## config.mk

```make
export PLATFORM = sky130hd
export DESIGN_NAME = alu_nibble_sequencer
export DESIGN_NICKNAME = d
export VERILOG_FILES = /design/src/rtl/alu_seq_pkg.sv /design/src/rtl/alu_nibble.sv /design/src/rtl/alu_nibble_sequencer.sv
export SDC_FILE = /design/constraint.sdc
export NUM_CORES = 1
export LEC_CHECK = 0
export ABC_AREA = 1
export ABC_CLOCK_PERIOD_IN_PS = 6020
export BUFFER_PORTS_ARGS = -buffer_cell sky130_fd_sc_hd__buf_2
export CAP_MARGIN = 40
export CORE_ASPECT_RATIO = 1.4
export CORE_MARGIN = 2
export CORE_UTILIZATION = 60
export DETAILED_ROUTE_END_ITERATION = 7
export HOLD_SLACK_MARGIN = 0.03
export PLACE_DENSITY = 0.85
export SKIP_LAST_GASP = 1
export SYNTH_ARGS = -nofsm -noshare
export SYNTH_HDL_FRONTEND = slang
export SYNTH_SLANG_ARGS = --single-unit
```

## constraint.sdc

```tcl
create_clock -name clk -period 6.02 [get_ports clk]
set_input_delay 0.301 -clock clk [delete_from_list [all_inputs] [get_ports clk]]
set_output_delay 0.301 -clock clk [all_outputs]
set_load 0.005 [all_outputs]
```

## src/rtl/alu_seq_pkg.sv

```systemverilog
// Shared types, control encodings and helper functions for the nibble-serial ALU sequencer.
package alu_seq_pkg;

    typedef enum logic [2:0] {
        OP_ADD = 3'd0,
        OP_ADC = 3'd1,
        OP_SUB = 3'd2,
        OP_SBC = 3'd3,
        OP_AND = 3'd4,
        OP_XOR = 3'd5,
        OP_OR  = 3'd6,
        OP_CP  = 3'd7
    } alu_op_t;

    typedef enum logic [1:0] {
        IDLE = 2'd0,
        RUN  = 2'd1,
        DONE = 2'd2
    } state_t;

    // Slice control words {R,S,V}
    localparam logic [2:0] RSV_ADD = 3'b000;
    localparam logic [2:0] RSV_XOR = 3'b100;
    localparam logic [2:0] RSV_AND = 3'b010;
    localparam logic [2:0] RSV_OR  = 3'b111;

    localparam int FLAG_SF  = 5;
    localparam int FLAG_ZF  = 4;
    localparam int FLAG_HF  = 3;
    localparam int FLAG_PVF = 2;
    localparam int FLAG_NF  = 1;
    localparam int FLAG_CF  = 0;

    function automatic logic is_sub(input alu_op_t op);
        return (op == OP_SUB) || (op == OP_SBC) || (op == OP_CP);
    endfunction

    function automatic logic is_arith(input alu_op_t op);
        return (op == OP_ADD) || (op == OP_ADC) || is_sub(op);
    endfunction

    function automatic logic [2:0] op_rsv(input alu_op_t op);
        logic [2:0] rsv;
        case (op)
            OP_XOR:  rsv = RSV_XOR;
            OP_AND:  rsv = RSV_AND;
            OP_OR:   rsv = RSV_OR;
            default: rsv = RSV_ADD;
        endcase
        return rsv;
    endfunction

    function automatic logic op_cin0(input alu_op_t op, input logic cf);
        logic cin;
        case (op)
            OP_ADC:  cin = cf;
            OP_SUB:  cin = 1'b1;
            OP_CP:   cin = 1'b1;
            OP_SBC:  cin = ~cf;
            OP_AND:  cin = 1'b1;
            default: cin = 1'b0;
        endcase
        return cin;
    endfunction

    // Zero-extension keeps parity, so one 16-bit helper covers every width.
    function automatic logic even_parity(input logic [15:0] v);
        return ~(^v);
    endfunction

endpackage

```

## src/rtl/alu_nibble.sv

```systemverilog
// One-bit ALU slice and the 4-bit ripple chain of slices the sequencer drives once per pass.
module alu_slice
    import alu_seq_pkg::*;
(
    input  logic       a,
    input  logic       b,
    input  logic       cy_in,
    input  logic [2:0] rsv,
    output logic       f,
    output logic       cy_out
);

    // Select sum/xor/and/or; only the adder propagates a carry.
    always_comb begin
        f      = 1'b0;
        cy_out = 1'b0;
        case (rsv)
            RSV_ADD: begin
                f      = a ^ b ^ cy_in;
                cy_out = (a & b) | (cy_in & (a ^ b));
            end
            RSV_XOR: f = a ^ b;
            RSV_AND: f = a & b;
            RSV_OR:  f = a | b;
            default: begin
                f      = 1'b0;
                cy_out = 1'b0;
            end
        endcase
    end

endmodule

module alu_nibble (
    input  logic [3:0] a,
    input  logic [3:0] b,
    input  logic       cy_in,
    input  logic [2:0] rsv,
    output logic [3:0] f,
    output logic       cy_out
);

    logic [4:0] carry_s;

    assign carry_s[0] = cy_in;
    assign cy_out     = carry_s[4];

    for (genvar i = 0; i < 4; i++) begin : g_slice
        alu_slice u_slice (
            .a      (a[i]),
            .b      (b[i]),
            .cy_in  (carry_s[i]),
            .rsv    (rsv),
            .f      (f[i]),
            .cy_out (carry_s[i+1])
        );
    end

endmodule

```

## src/rtl/alu_nibble_sequencer.sv

```systemverilog
// Issues one op through a 4-bit ALU slice chain, LSB nibble first, and returns result plus Z80 flags.
module alu_nibble_sequencer
    import alu_seq_pkg::*;
#(
    parameter int PASSES = 2,
    localparam int DW = 4 * PASSES
) (
    input  logic          clk,
    input  logic          nreset,
    input  logic          req_valid,
    output logic          req_ready,
    input  alu_op_t       req_op,
    input  logic [DW-1:0] req_a,
    input  logic [DW-1:0] req_b,
    input  logic          req_cf,
    output logic          res_valid,
    input  logic          res_ready,
    output logic [DW-1:0] res_data,
    output logic          res_wr,
    output logic [5:0]    res_flags
);

    localparam logic [1:0] LAST_PASS = 2'(PASSES - 1);

    state_t        state_r, state_next_s;
    logic [1:0]    pass_r;
    logic          carry_r, hc_r, cf_r;
    alu_op_t       op_r;
    logic [DW-1:0] a_r, b_r, acc_r, acc_next_s;
    logic [DW+3:0] acc_ext_s;
    logic [3:0]    f_s;
    logic          cy_in_s, cy_out_s, hc_s, last_s, sub_s;
    logic [5:0]    flags_s;

    // Operands shift right each pass, so the active nibble is always bits [3:0].
    assign cy_in_s    = (pass_r == 2'd0) ? op_cin0(op_r, cf_r) : carry_r;
    assign last_s     = (pass_r == LAST_PASS);
    assign acc_ext_s  = {f_s, acc_r};
    assign acc_next_s = acc_ext_s[DW+3:4];
    assign hc_s       = (pass_r == 2'd0) ? cy_out_s : hc_r;
    assign sub_s      = is_sub(op_r);

    alu_nibble u_nibble (
        .a      (a_r[3:0]),
        .b      (b_r[3:0]),
        .cy_in  (cy_in_s),
        .rsv    (op_rsv(op_r)),
        .f      (f_s),
        .cy_out (cy_out_s)
    );

    // Flags from the fully assembled result, meaningful during the last pass.
    always_comb begin
        flags_s           = 6'd0;
        flags_s[FLAG_SF]  = acc_next_s[DW-1];
        flags_s[FLAG_ZF]  = (acc_next_s == {DW{1'b0}});
        flags_s[FLAG_NF]  = sub_s;
        if (is_arith(op_r)) begin
            flags_s[FLAG_CF]  = cy_out_s ^ sub_s;
            flags_s[FLAG_HF]  = hc_s ^ sub_s;
            flags_s[FLAG_PVF] = (a_r[3] == b_r[3]) && (acc_next_s[DW-1] != a_r[3]);
        end else begin
            flags_s[FLAG_CF]  = 1'b0;
            flags_s[FLAG_HF]  = (op_r == OP_AND);
            flags_s[FLAG_PVF] = even_parity(16'(acc_next_s));
        end
    end

    // Next-state logic for IDLE -> RUN -> DONE -> IDLE.
    always_comb begin
        state_next_s = state_r;
        case (state_r)
            IDLE:    if (req_valid) state_next_s = RUN;     else state_next_s = IDLE;
            RUN:     if (last_s)    state_next_s = DONE;    else state_next_s = RUN;
            DONE:    if (res_ready) state_next_s = IDLE;    else state_next_s = DONE;
            default: state_next_s = IDLE;
        endcase
    end

    // State, datapath and registered handshake/result outputs.
    always_ff @(posedge clk) begin
        if (!nreset) begin
            state_r   <= IDLE;
            req_ready <= 1'b1;
            res_valid <= 1'b0;
            res_data  <= {DW{1'b0}};
            res_flags <= 6'd0;
            res_wr    <= 1'b0;
            pass_r    <= 2'd0;
            carry_r   <= 1'b0;
            hc_r      <= 1'b0;
            cf_r      <= 1'b0;
            op_r      <= OP_ADD;
            a_r       <= {DW{1'b0}};
            b_r       <= {DW{1'b0}};
            acc_r     <= {DW{1'b0}};
        end else begin
            state_r   <= state_next_s;
            req_ready <= (state_next_s == IDLE);
            res_valid <= (state_next_s == DONE);
            case (state_r)
                IDLE: begin
                    if (req_valid) begin
                        op_r   <= req_op;
                        a_r    <= req_a;
                        b_r    <= is_sub(req_op) ? ~req_b : req_b;
                        cf_r   <= req_cf;
                        pass_r <= 2'd0;
                        acc_r  <= {DW{1'b0}};
                    end
                end
                RUN: begin
                    a_r     <= a_r >> 3'd4;
                    b_r     <= b_r >> 3'd4;
                    acc_r   <= acc_next_s;
                    carry_r <= cy_out_s;
                    pass_r  <= pass_r + 2'd1;
                    if (pass_r == 2'd0) hc_r <= cy_out_s;
                    if (last_s) begin
                        res_data  <= acc_next_s;
                        res_flags <= flags_s;
                        res_wr    <= (op_r != OP_CP);
                    end
                end
                default: ;
            endcase
        end
    end

endmodule

```

# --- Yosys cells after proc, flatten, opt, wreduce, memory -nomap -nowiden ---
# Index checks and enable logic that the tools add are counted.
classes:
  n_addsub: 1
  n_mul: 0
  n_div: 0
  n_lt_le_gt_ge: 0
  n_eq_ne: 21
  shifts: 0
  mux: 27
  bitwise_logic: 29
  n_reduce_logical: 19
ops:
  columns: ["op", "count"]
  rows:
  - ["$pmux 8 s2", 3]
  - ["$mux 8", 4]
  - ["$eq 3x3->1 const B", 7]
  - ["$pmux 1 s4", 4]
  - ["$reduce_xor 16->1", 1]
  - ["$eq 3x2->1 const B", 5]
  - ["$xor 1x1->1", 10]
  - ["$pmux 3 s3", 1]
  - ["$and 1x1->1", 8]
  - ["$logic_not 8->1", 1]
  - ["$mux 1", 8]
  - ["$mux 2", 4]
  - ["$not 8->8", 1]
  - ["$or 1x1->1", 8]
  - ["$logic_not 2->1", 3]
  - ["$logic_not 3->1", 2]
  - ["$logic_or 1x1->1", 6]
  - ["$pmux 2 s3", 1]
  - ["$reduce_and 2->1", 3]
  - ["$eq 2x1->1 const B", 2]
  - ["$eq 2x2->1 const B", 2]
  - ["$pmux 2 s2", 1]
  - ["$eq 3x1->1 const B", 1]
  - ["$ne 3x3->1 const B", 1]
  - ["9 further kinds", 10]
word_totals:
  regBits: 51
  latchBits: 0
  ram_bits: 0
  romBits: 0
  in_bits: 24
  output_inout_bits: 17
  elab_cells: 111
  memories: 0

# --- Longest topological paths before layout ---
# Gate-level depths: netlist (run 1).
depth:
  depth_word: 19
  mapped_depth: 26
  ltp_nobuf: 25

# --- Modules after synthesis ---
# From an unflattened synthesis (run 1), not the netlist that was laid out.
hier_totals:
  hier_cells: 353
  area_unflattened_um2: 2527.4
modules_own_cells:
  columns: ["mod", "n_inst", "cells_per_inst", "area_per_inst_um2", "seq_area_each_um2"]
  rows:
  - ["alu_nibble_sequencer", 1, 281, 2077.0, 920.9]
  - ["alu_slice", 4, 18, 112.6, 0.0]

# --- Worst setup path before layout (run 1) ---
# No wires, ideal clock.
synth_timing:
  path_kind: "reg-to-reg"
  from: "register op_r[2]"
  to: "register res_flags[2]"
  setup_ps: 66
  arrival_time_ps: 3959
  required_ps: 5954
  path_slack_ps: 1995
  stages_incl_launch_ff: 27
  path_buffers: 1
  synth_period_minus_slack_ps: 4025
  path_cell_list: "dfxtp_1 -> buf_4 -> inv_1 -> nand3_1 -> nand2_1 -> xor2_1 -> o21ai_0 -> fa_1 -> inv_1 -> nor2_1 -> fa_1 -> nand2_1 -> fa_1 -> or2_2 -> fa_1 -> inv_1 -> nand2_4 -> nand2_4 -> nor2_1 -> ha_1 -> xnor2_1 -> inv_1 -> nand2_1 -> nand3_1 -> nand2_1 -> inv_1 -> a21oi_2"
synth_between:
  elab_chain_len: 18
  elab_cells_between_ends: 42
  cone_classes: "eq/ne: 11; mux: 11; bitwise: 11; reduce/logical: 9"
synth_lines:
  columns: ["item", "line_no", "rtl"]
  rows:
  - ["start: declaration", "alu_nibble_sequencer.sv:28", "alu_op_t op_r;"]
  - ["start signal: assignment", "alu_nibble_sequencer.sv:104", "op_r <= req_op;"]
  - ["$eq 3x3->1, or another cell as far along", "alu_seq_pkg.sv:35, alu_seq_pkg.sv:55", null]
  - ["$reduce_or 3->1 (no line)", null, null]
  - ["$pmux 1 s3", "alu_seq_pkg.sv:55", "case (op)"]
  - ["$mux 1", "alu_nibble_sequencer.sv:36", "assign cy_in_s = (pass_r == 2'd0) ? op_cin0(op_r, cf_r) : carry_r;"]
  - ["$and 1x1->1", "alu_nibble.sv:20", "cy_out = (a & b) | (cy_in & (a ^ b));"]
  - ["$or 1x1->1", "alu_nibble.sv:20", null]
  - ["$mux 1", "alu_nibble.sv:17", "case (rsv)"]
  - ["$and 1x1->1", "alu_nibble.sv:20", null]
  - ["(+2 left out)", null, null]
  - ["$and 1x1->1", "alu_nibble.sv:20", null]
  - ["$or 1x1->1", "alu_nibble.sv:20", null]
  - ["$mux 1", "alu_nibble.sv:17", null]
  - ["$xor 1x1->1", "alu_nibble.sv:19", "f = a ^ b ^ cy_in;"]
  - ["$pmux 1 s4", "alu_nibble.sv:17", null]
  - ["$reduce_xor 16->1 or $ne 1x1->1 (tied branches)", "alu_seq_pkg.sv:68, alu_nibble_sequencer.sv:61", null]
  - ["$not 1->1 or $logic_and 1x1->1 (tied branches)", "alu_seq_pkg.sv:68, alu_nibble_sequencer.sv:61", null]
  - ["$mux 2 *", "alu_nibble_sequencer.sv:58", "if (is_arith(op_r)) begin"]
  - ["end signal: assignment", "alu_nibble_sequencer.sv:121", "res_flags <= flags_s;"]
  - ["end: declaration", "alu_nibble_sequencer.sv:20", "output logic [5:0] res_flags"]
# Every way passes the cells marked *; elsewhere a longest branch is shown, timed or not.
# A chain may end at the register's enable or synchronous reset.

# --- Worst setup path in the final report (run 1) ---
# Ends and elaborated chain as after synthesis.

==> summary.md, run 1 <==
| Metric | Value |
|---|---|
| WHS Endpoint | cf_r$_SDFFE_PN0P_ |
| Max Cap Viol | 0 |
| Initial Utilization | 62.3% |
| H-Tree Depth | 2 |
| Top_reg_cell synth | dfxtp_1 |
| Clk_lat worst skew | ~0.31 ns |
| WL/cell | 12.2 µm |
| Maximum vdd ir drop | about 0.24 mV |
| Core Rows | 27 |
| Syn Std Cell Area | 2460 µm² |
| 1st-iter DRT viols | 84 |
| Total leakage power | ~0.0012 µW |
| Hold Crit Class | input port to flip-flop |
| Setup slack, reg-to-reg | 1.52 ns |
| GR Overflow Total | 0 |
| Synthesized flop and latch total | 46 |
| Initial antenna violation count | 0 |
| Vias | 2,064 |
| Relative slew slack | roughly 52% |
| Synth unique cells | 31 |
| RePlAce Congestion | 0.943 |
| Crit path max fanout | 8 |
| Synth warn | 0 |
| Vert. Die Dim | between 70 and 80 µm |
| Nature of the critical path startpoint | flip-flop |
| Post-synthesis sequential area ratio | 37.4% |
| Setup Skew | 0.00848 ns |
| Ys async rst share | 0% |
| Die X | approximately 58 µm |
| DP HPWL | 3.72 mm |
| Setup_tns | 0 ns |
| Die area | 4640 µm² |
| Layout cell share with drive strength beyond 1 | 20.7% |
| Fin Hold WS | 0.227 ns |
| Reg clk slew, reported paths | 0.08 ns |
| NumNets Final | 393 |
| Number of buffers created by CTS | 5 |
| Setup violators final | 0 |
| Maximum clock insertion buffer count | 2 |
| Fin. max-slew vios | 0 |
| Setup bufs post-CTS | 0 |
| Net Count, Synth | between 300 and 400 |
| Outcome | finished, final reports clean |
| Syn Inst Count | 320 |
| Clock root cell | clkbuf_8 |
| Reg-to-Reg End | res_flags[2]$_SDFFE_PN0P_ |
| RR Startpoint | op_r[2]$_SDFFE_PN0P_ |
| Post-cts resize count | 0 |
| Placed cells | 387 |
| Critical path data arrival time | 4.74 ns |
| Critical path class | flip-flop to flip-flop |
| Worst reg2reg path depth | 25 |
| # DRC | 0 |
| Largest net degree at the start of global routing | 30 |
| Clock tree from TritonCTS | yes |
| CP Capture Type | flip-flop |
| Post-synth EDFFs | 0 |
| Via/cell ratio | 5.23 |
| Max Fclk | 0.222 GHz |
| Period utilisation layout | approximately 75% |
| Worst-Margin Slew | 0.712 ns |
| CP Data Required Time | about 6.3 ns |
| ANT nets after route | 0 |
| RSZ-0062 raised after global routing | no |
| Diode count | 0 |
| I/O pins | roughly 40 |
| Core area | 3950 µm² |
| Non-filler cells, final | 395 |
| Pre-antenna DRT Iters | 4 |
| Sink Count | 46 |
| Post-Syn Area per Cell | 7.69 µm² |
| PD cells | around 260 nW/µm² |
| Tmin final | roughly 4.5 ns |
| Min-delay src | req_cf |
| Hold depth | 3 |
| Final Hold Vio Count | 0 |
| Global-route wire length before repair | 8.22 mm |
| Cts hold-fix bufs | 0 |
| Tot GR Track Use | 23.4% |
| Vias in the first global route | 1,863 |
| Port Buffer Count | 40 |
| Final WL | between 4 and 5 mm |
| P&R area growth vs syn | 10.3% |
-- layout by cell type (no fill, tap or decap), drive strengths merged --
cell type	count
nand2	76
dfxtp	46
buf	40
inv	37
o21ai	33
a21oi	30
nor2	17
ha	14
nand3	14
a31oi	8
clkbuf	7
or2	5
a21o	4
fa	4
nand4	3
o21a	3
xnor2	3
nor3	3
xor2	2
o22ai	1
a21boi	1
clkinv	1
-- metal layers --
layer	track usage (%)	wire (µm)	share of wire (%)	vias up
met3	4.38	191	4.0	8
met1	26.9	2010	42	908
met5	0	0	0	-
li1	-	-	-	1098
met2	41.3	2510	52	50
met4	10.7	119	2.5	0
-- how the worst max path moves through the flow --
stage / from / cells past startpoint / slack (ns) / endpoint
floorplan: op_r[2]$_SDFFE_PN0P_ / 26 / 1.99 / res_flags[2]$_SDFFE_PN0P_
global placement: op_r[2]$_SDFFE_PN0P_ / 25 / 1.72 / res_flags[2]$_SDFFE_PN0P_
detailed placement: op_r[2]$_SDFFE_PN0P_ / 25 / 1.52 / res_flags[2]$_SDFFE_PN0P_
CTS: op_r[2]$_SDFFE_PN0P_ / 25 / 1.50 / res_flags[2]$_SDFFE_PN0P_
global route: op_r[2]$_SDFFE_PN0P_ / 25 / 1.11 / res_flags[2]$_SDFFE_PN0P_
finish: op_r[2]$_SDFFE_PN0P_ / 25 / 1.52 / res_flags[2]$_SDFFE_PN0P_
-- layout make-up --
type                            instances  area (µm²)
Clock buffer                            7        96.3
Clock inverter                          1        8.76
Fill cell                             348        1240
Multi-Input combinational cell        221        1300
Timing Repair Buffer                   40         200
Tap cell                               43        53.8
Sequential cell                        46         921
Inverter                               37         139
-- cells in the mapped netlist, types with 3 or more instances --
cell type	count	area [µm²]
nand2_1	70	263
dfxtp_1	46	921
inv_1	32	120
a21oi_1	26	130
o21ai_1	19	95.1
nor2_1	16	60.1
ha_1	14	175
o21ai_0	14	70.1
nand3_1	13	65.1
a31oi_1	8	50.1
buf_4	5	37.5
inv_2	5	18.8
or2_2	5	31.3
a21o_1	4	30.0
a21oi_2	4	35.0
buf_2	4	20.0
clkbuf_1	4	15.0
fa_1	4	80.1
buf_6	3	33.8
nand2_2	3	18.8
nand2_4	3	33.8
nand4_1	3	18.8
o21a_1	3	22.5
xnor2_1	3	26.3
-- power by group --
group	switching, µW	internal (µW)
Clock	103	105
Sequential	16.8	325
Combinational	95.5	64.5
-- registers in the layout, summed over array words and instances, names as in the netlist --
signal,count
cf_r,1
acc_r,4
state_r,2
pass_r,2
res_data,8
res_valid,1
res_flags,5
b_r,8
a_r,8
op_r,3
req_ready,1
res_wr,1
hc_r,1
carry_r,1
-- critical path, cell delays in order (launching register included) --
cell	delay (ns)
dfxtp_1	0.51
inv_1	0.17
nand3_1	0.10
nand2_1	0.06
xor2_1	0.13
o21ai_0	0.23
fa_1	0.22
inv_1	0.04
nor2_1	0.17
fa_1	0.21
nand2_1	0.08
fa_1	0.42
or2_2	0.32
fa_1	0.53
inv_1	0.06
nand2_4	0.07
nand2_4	0.05
nor2_1	0.16
ha_1	0.26
xnor2_1	0.21
inv_1	0.06
nand2_1	0.07
nand3_1	0.07
nand2_1	0.06
inv_1	0.05
a21oi_2	0.11
-- cells by family after synthesis --
| logic type | share of synthesized area [%] |
|---|---|
| buffers and inverters | 9.96 |
| AO/OA/AOI/OAI | 18.9 |
| XOR/XNOR | 1.78 |
| flip-flops | 37.4 |
| adder cells (fa/ha/maj) | 10.4 |
| AND/OR/NAND/NOR | 21.6 |
-- stage by stage --
step / power (µW) / instance area (µm²) / utilization, % / setup WS (ns)
after global placement: 503 / 2610 / 66.0 / 1.72
after detailed placement: 509 / 2610 / 66.0 / 1.52
after global routing: 750 / 2720 / 68.7 / 1.11
after CTS: 716 / 2720 / 68.7 / 1.50
final: 710 / 2720 / 68.7 / 1.52
after floorplan: 472 / 2460 / - / 1.99
(Power assumes the default switching activity.)
==> run 2: changes to the inputs <==
Settings changed: ABC_CLOCK_PERIOD_IN_PS 6020 to 4500, CORE_UTILIZATION 60 to 56, PLACE_DENSITY 0.85 to 0.8.
Clock period 6.02 ns to 4.5 ns, I/O delays scaled along.
==> summary.md, run 2 (synthesized netlist as in run 1, its figures left out) <==
| Metric | Value |
|---|---|
| RSZ-0062 raised after global routing | no (unchanged) |
| Clock tree from TritonCTS | yes (unchanged) |
| PD cells | 354 nW/µm² (was 261 nW/µm²) |
| Global-route wire length before repair | 8.06 mm (was 8.22 mm) |
| Maximum vdd ir drop | 0.201 mV (was 0.240 mV) |
| Initial antenna violation count | 0 (unchanged) |
| Die X | 60.0 µm (was 58.1 µm) |
| Crit path max fanout | 6 (was 8) |
| Hold depth | 3 (unchanged) |
| Setup bufs post-CTS | 0 (unchanged) |
| Worst-Margin Slew | 0.748 ns (was 0.712 ns) |
| Hold Crit Class | input port to flip-flop (unchanged) |
| Cts hold-fix bufs | 0 (unchanged) |
| Sink Count | 46 (unchanged) |
| Relative slew slack | 50.1% (was 52.5%) |
| CP Capture Type | flip-flop (unchanged) |
| Fin Hold WS | 0.155 ns (was 0.227 ns) |
| Core area | 4240 µm² (was 3950 µm²) |
| # DRC | 0 (unchanged) |
| Sw Share | 29.6% (was 30.3%) |
| ANT nets after route | 0 (unchanged) |
| Maximum clock insertion buffer count | 2 (unchanged) |
| Post-route setup slack | 0.312 ns (was 1.52 ns) |
| Internal cell power | 688 µW (was 494 µW) |
| Largest registers | a_r: 8 flops, b_r: 8 flops, res_data: 8 flops (unchanged) |
| Core Rows | 28 (was 27) |
| Setup slack, reg-to-reg | 0.31 ns (was 1.52 ns) |
| Fin. max-slew vios | 0 (unchanged) |
| Seq pwr share | 46.6% (was 48.1%) |
| 1st-iter DRT viols | 66 (was 84) |
| Largest net degree at the start of global routing | 30 (unchanged) |
| Total leakage power | 0.00126 µW (was 0.00125 µW) |
| Reg-to-Reg End | res_flags[2]$_SDFFE_PN0P_ (unchanged) |
| Setup violators final | 0 (unchanged) |
| Max Fclk | 0.239 GHz (was 0.222 GHz) |
| Clk_lat worst skew | 0.30 ns (was 0.31 ns) |
| Pre-antenna DRT Iters | 4 (unchanged) |
| Critical path class | flip-flop to flip-flop (unchanged) |
| WHS Endpoint | cf_r$_SDFFE_PN0P_ (unchanged) |
| Initial Utilization | 58.1% (was 62.3%) |
| Max Cap Viol | 0 (unchanged) |
| Layout cell share with drive strength beyond 1 | 21.5% (was 20.7%) |
| Nature of the critical path startpoint | flip-flop (unchanged) |
| H-Tree Depth | 2 (unchanged) |
| Vias in the first global route | 1,957 (was 1,863) |
| Vert. Die Dim | 82.5 µm (was 79.8 µm) |
| Critical path data arrival time | 4.43 ns (was 4.74 ns) |
| Period utilisation layout | 93.1% (was 74.8%) |
| Most common cell after layout, fill and taps aside | nand2_1 (unchanged) |
| I/O pins | 41 (unchanged) |
| Leading cell types in the layout, fill and taps excluded | nand2_1 (70), dfxtp_1 (44), buf_2 (40) (was nand2_1 (70), dfxtp_1 (46), buf_2 (40)) |
| Via/cell ratio | 5.11 (was 5.23) |
| Setup Skew | 0.0101 ns (was 0.00848 ns) |
| Number of buffers created by CTS | 5 (unchanged) |
| Tot GR Track Use | 21.6% (was 23.4%) |
| Tot Pwr | 978 µW (was 710 µW) |
| GR Overflow Total | 0 (unchanged) |
| Die area | 4950 µm² (was 4640 µm²) |
| P&R area growth vs syn | 12.1% (was 10.3%) |
| Port Buffer Count | 40 (unchanged) |
| Min-delay src | req_cf (unchanged) |
| Reg clk slew, reported paths | 0.08 ns (about the same) |
| Diode count | 0 (unchanged) |
| Post-cts resize count | 0 (unchanged) |
| Pre-CTS WS | 0.109 ns (was 1.52 ns) |
| Final WL | 4.78 mm (was 4.83 mm) |
| CP Data Required Time | 4.74 ns (was 6.26 ns) |
| Net Switching | 289 µW (was 215 µW) |
| NumNets Final | 395 (was 393) |
| Final Hold Vio Count | 0 (unchanged) |
| Outcome | finished, final reports clean (unchanged) |
| DP HPWL | 3.55 mm (was 3.72 mm) |
| Clock root cell | clkbuf_8 (unchanged) |
| RR Startpoint | op_r[0]$_SDFFE_PN0P_ (was op_r[2]$_SDFFE_PN0P_) |
| Setup_tns | 0 ns (unchanged) |
| Tmin final | 4.19 ns (was 4.50 ns) |
| Comb pwr share | 22.2% (was 22.6%) |
| Clock group share of total power | 31.3% (was 29.3%) |
| Worst reg2reg path depth | 25 (unchanged) |
| RePlAce Congestion | 0.956 (was 0.943) |
| Vias | 2,114 (was 2,064) |
| WL/cell | 11.5 µm (was 12.2 µm) |
==> run 2: layout make-up <==
cell class                 count  area (µm²)
sequential                    46         926
tap                           60        75.1
clock inverter                 2        37.5
inverter                      37         139
multi-input combinational    221        1300
timing repair buffer          42         215
clock buffer                   6        72.6
fill                         405        1480
==> run 2: worst max path at each step <==
stage / startpoint / end / slack [ns] / cells past startpoint
final: op_r[0]$_SDFFE_PN0P_ / res_flags[2]$_SDFFE_PN0P_ / 0.31 / 25
after detailed placement: op_r[2]$_SDFFE_PN0P_ / res_flags[2]$_SDFFE_PN0P_ / 0.11 / 25
after global routing: op_r[0]$_SDFFE_PN0P_ / res_flags[2]$_SDFFE_PN0P_ / 0.03 / 25
after global placement: op_r[2]$_SDFFE_PN0P_ / res_flags[2]$_SDFFE_PN0P_ / 0.28 / 25
after floorplan: op_r[2]$_SDFFE_PN0P_ / res_flags[2]$_SDFFE_PN0P_ / 0.47 / 26
after CTS: op_r[2]$_SDFFE_PN0P_ / res_flags[2]$_SDFFE_PN0P_ / 0.09 / 25
==> run 2: power by group through the flow <==
stage / Clock (µW) / Combinational [µW] / Sequential [µW]
finish: 306 / 217 / 455
detailed placement: 0 / 217 / 464
floorplan: 0 / 172 / 459
CTS: 310 / 218 / 455
global route: 328 / 251 / 459
global placement: 0 / 212 / 463
==> run 2: critical path, stage by stage, from the launching register on <==
cell,delay [ns]
dfxtp_2,0.39
inv_2,0.08
nand2_1,0.09
nand2_1,0.07
xor2_1,0.14
o21ai_1,0.19
fa_1,0.20
inv_1,0.04
nor2_1,0.15
fa_1,0.19
nand2_1,0.07
fa_1,0.41
or2_2,0.31
fa_1,0.53
inv_1,0.06
nand2_4,0.07
nand2_4,0.06
nor2_1,0.17
ha_1,0.27
xnor2_1,0.21
inv_1,0.06
nand2_1,0.06
nand3_1,0.07
nand2_1,0.07
inv_1,0.06
a21oi_2,0.12
==> run 2: metrics by stage <==
stage	instance area [µm²]	cells	util, %
6_report	2760	414	65.1
5_1_grt	2760	414	65.1
4_1_cts	2760	414	65.0
3_5_place_dp	2650	406	62.4
3_3_place_gp	2650	406	62.4
2_1_floorplan	2460	320	-
==> run 2: per-layer routing <==
layer / up-vias / share of wire [%] / track usage (%)
li1: 1105 / - / -
met1: 950 / 42 / 23.3
met2: 46 / 51 / 38.8
met3: 13 / 3.4 / 4.67
met4: 0 / 3.1 / 10.9
met5: - / 0 / 0
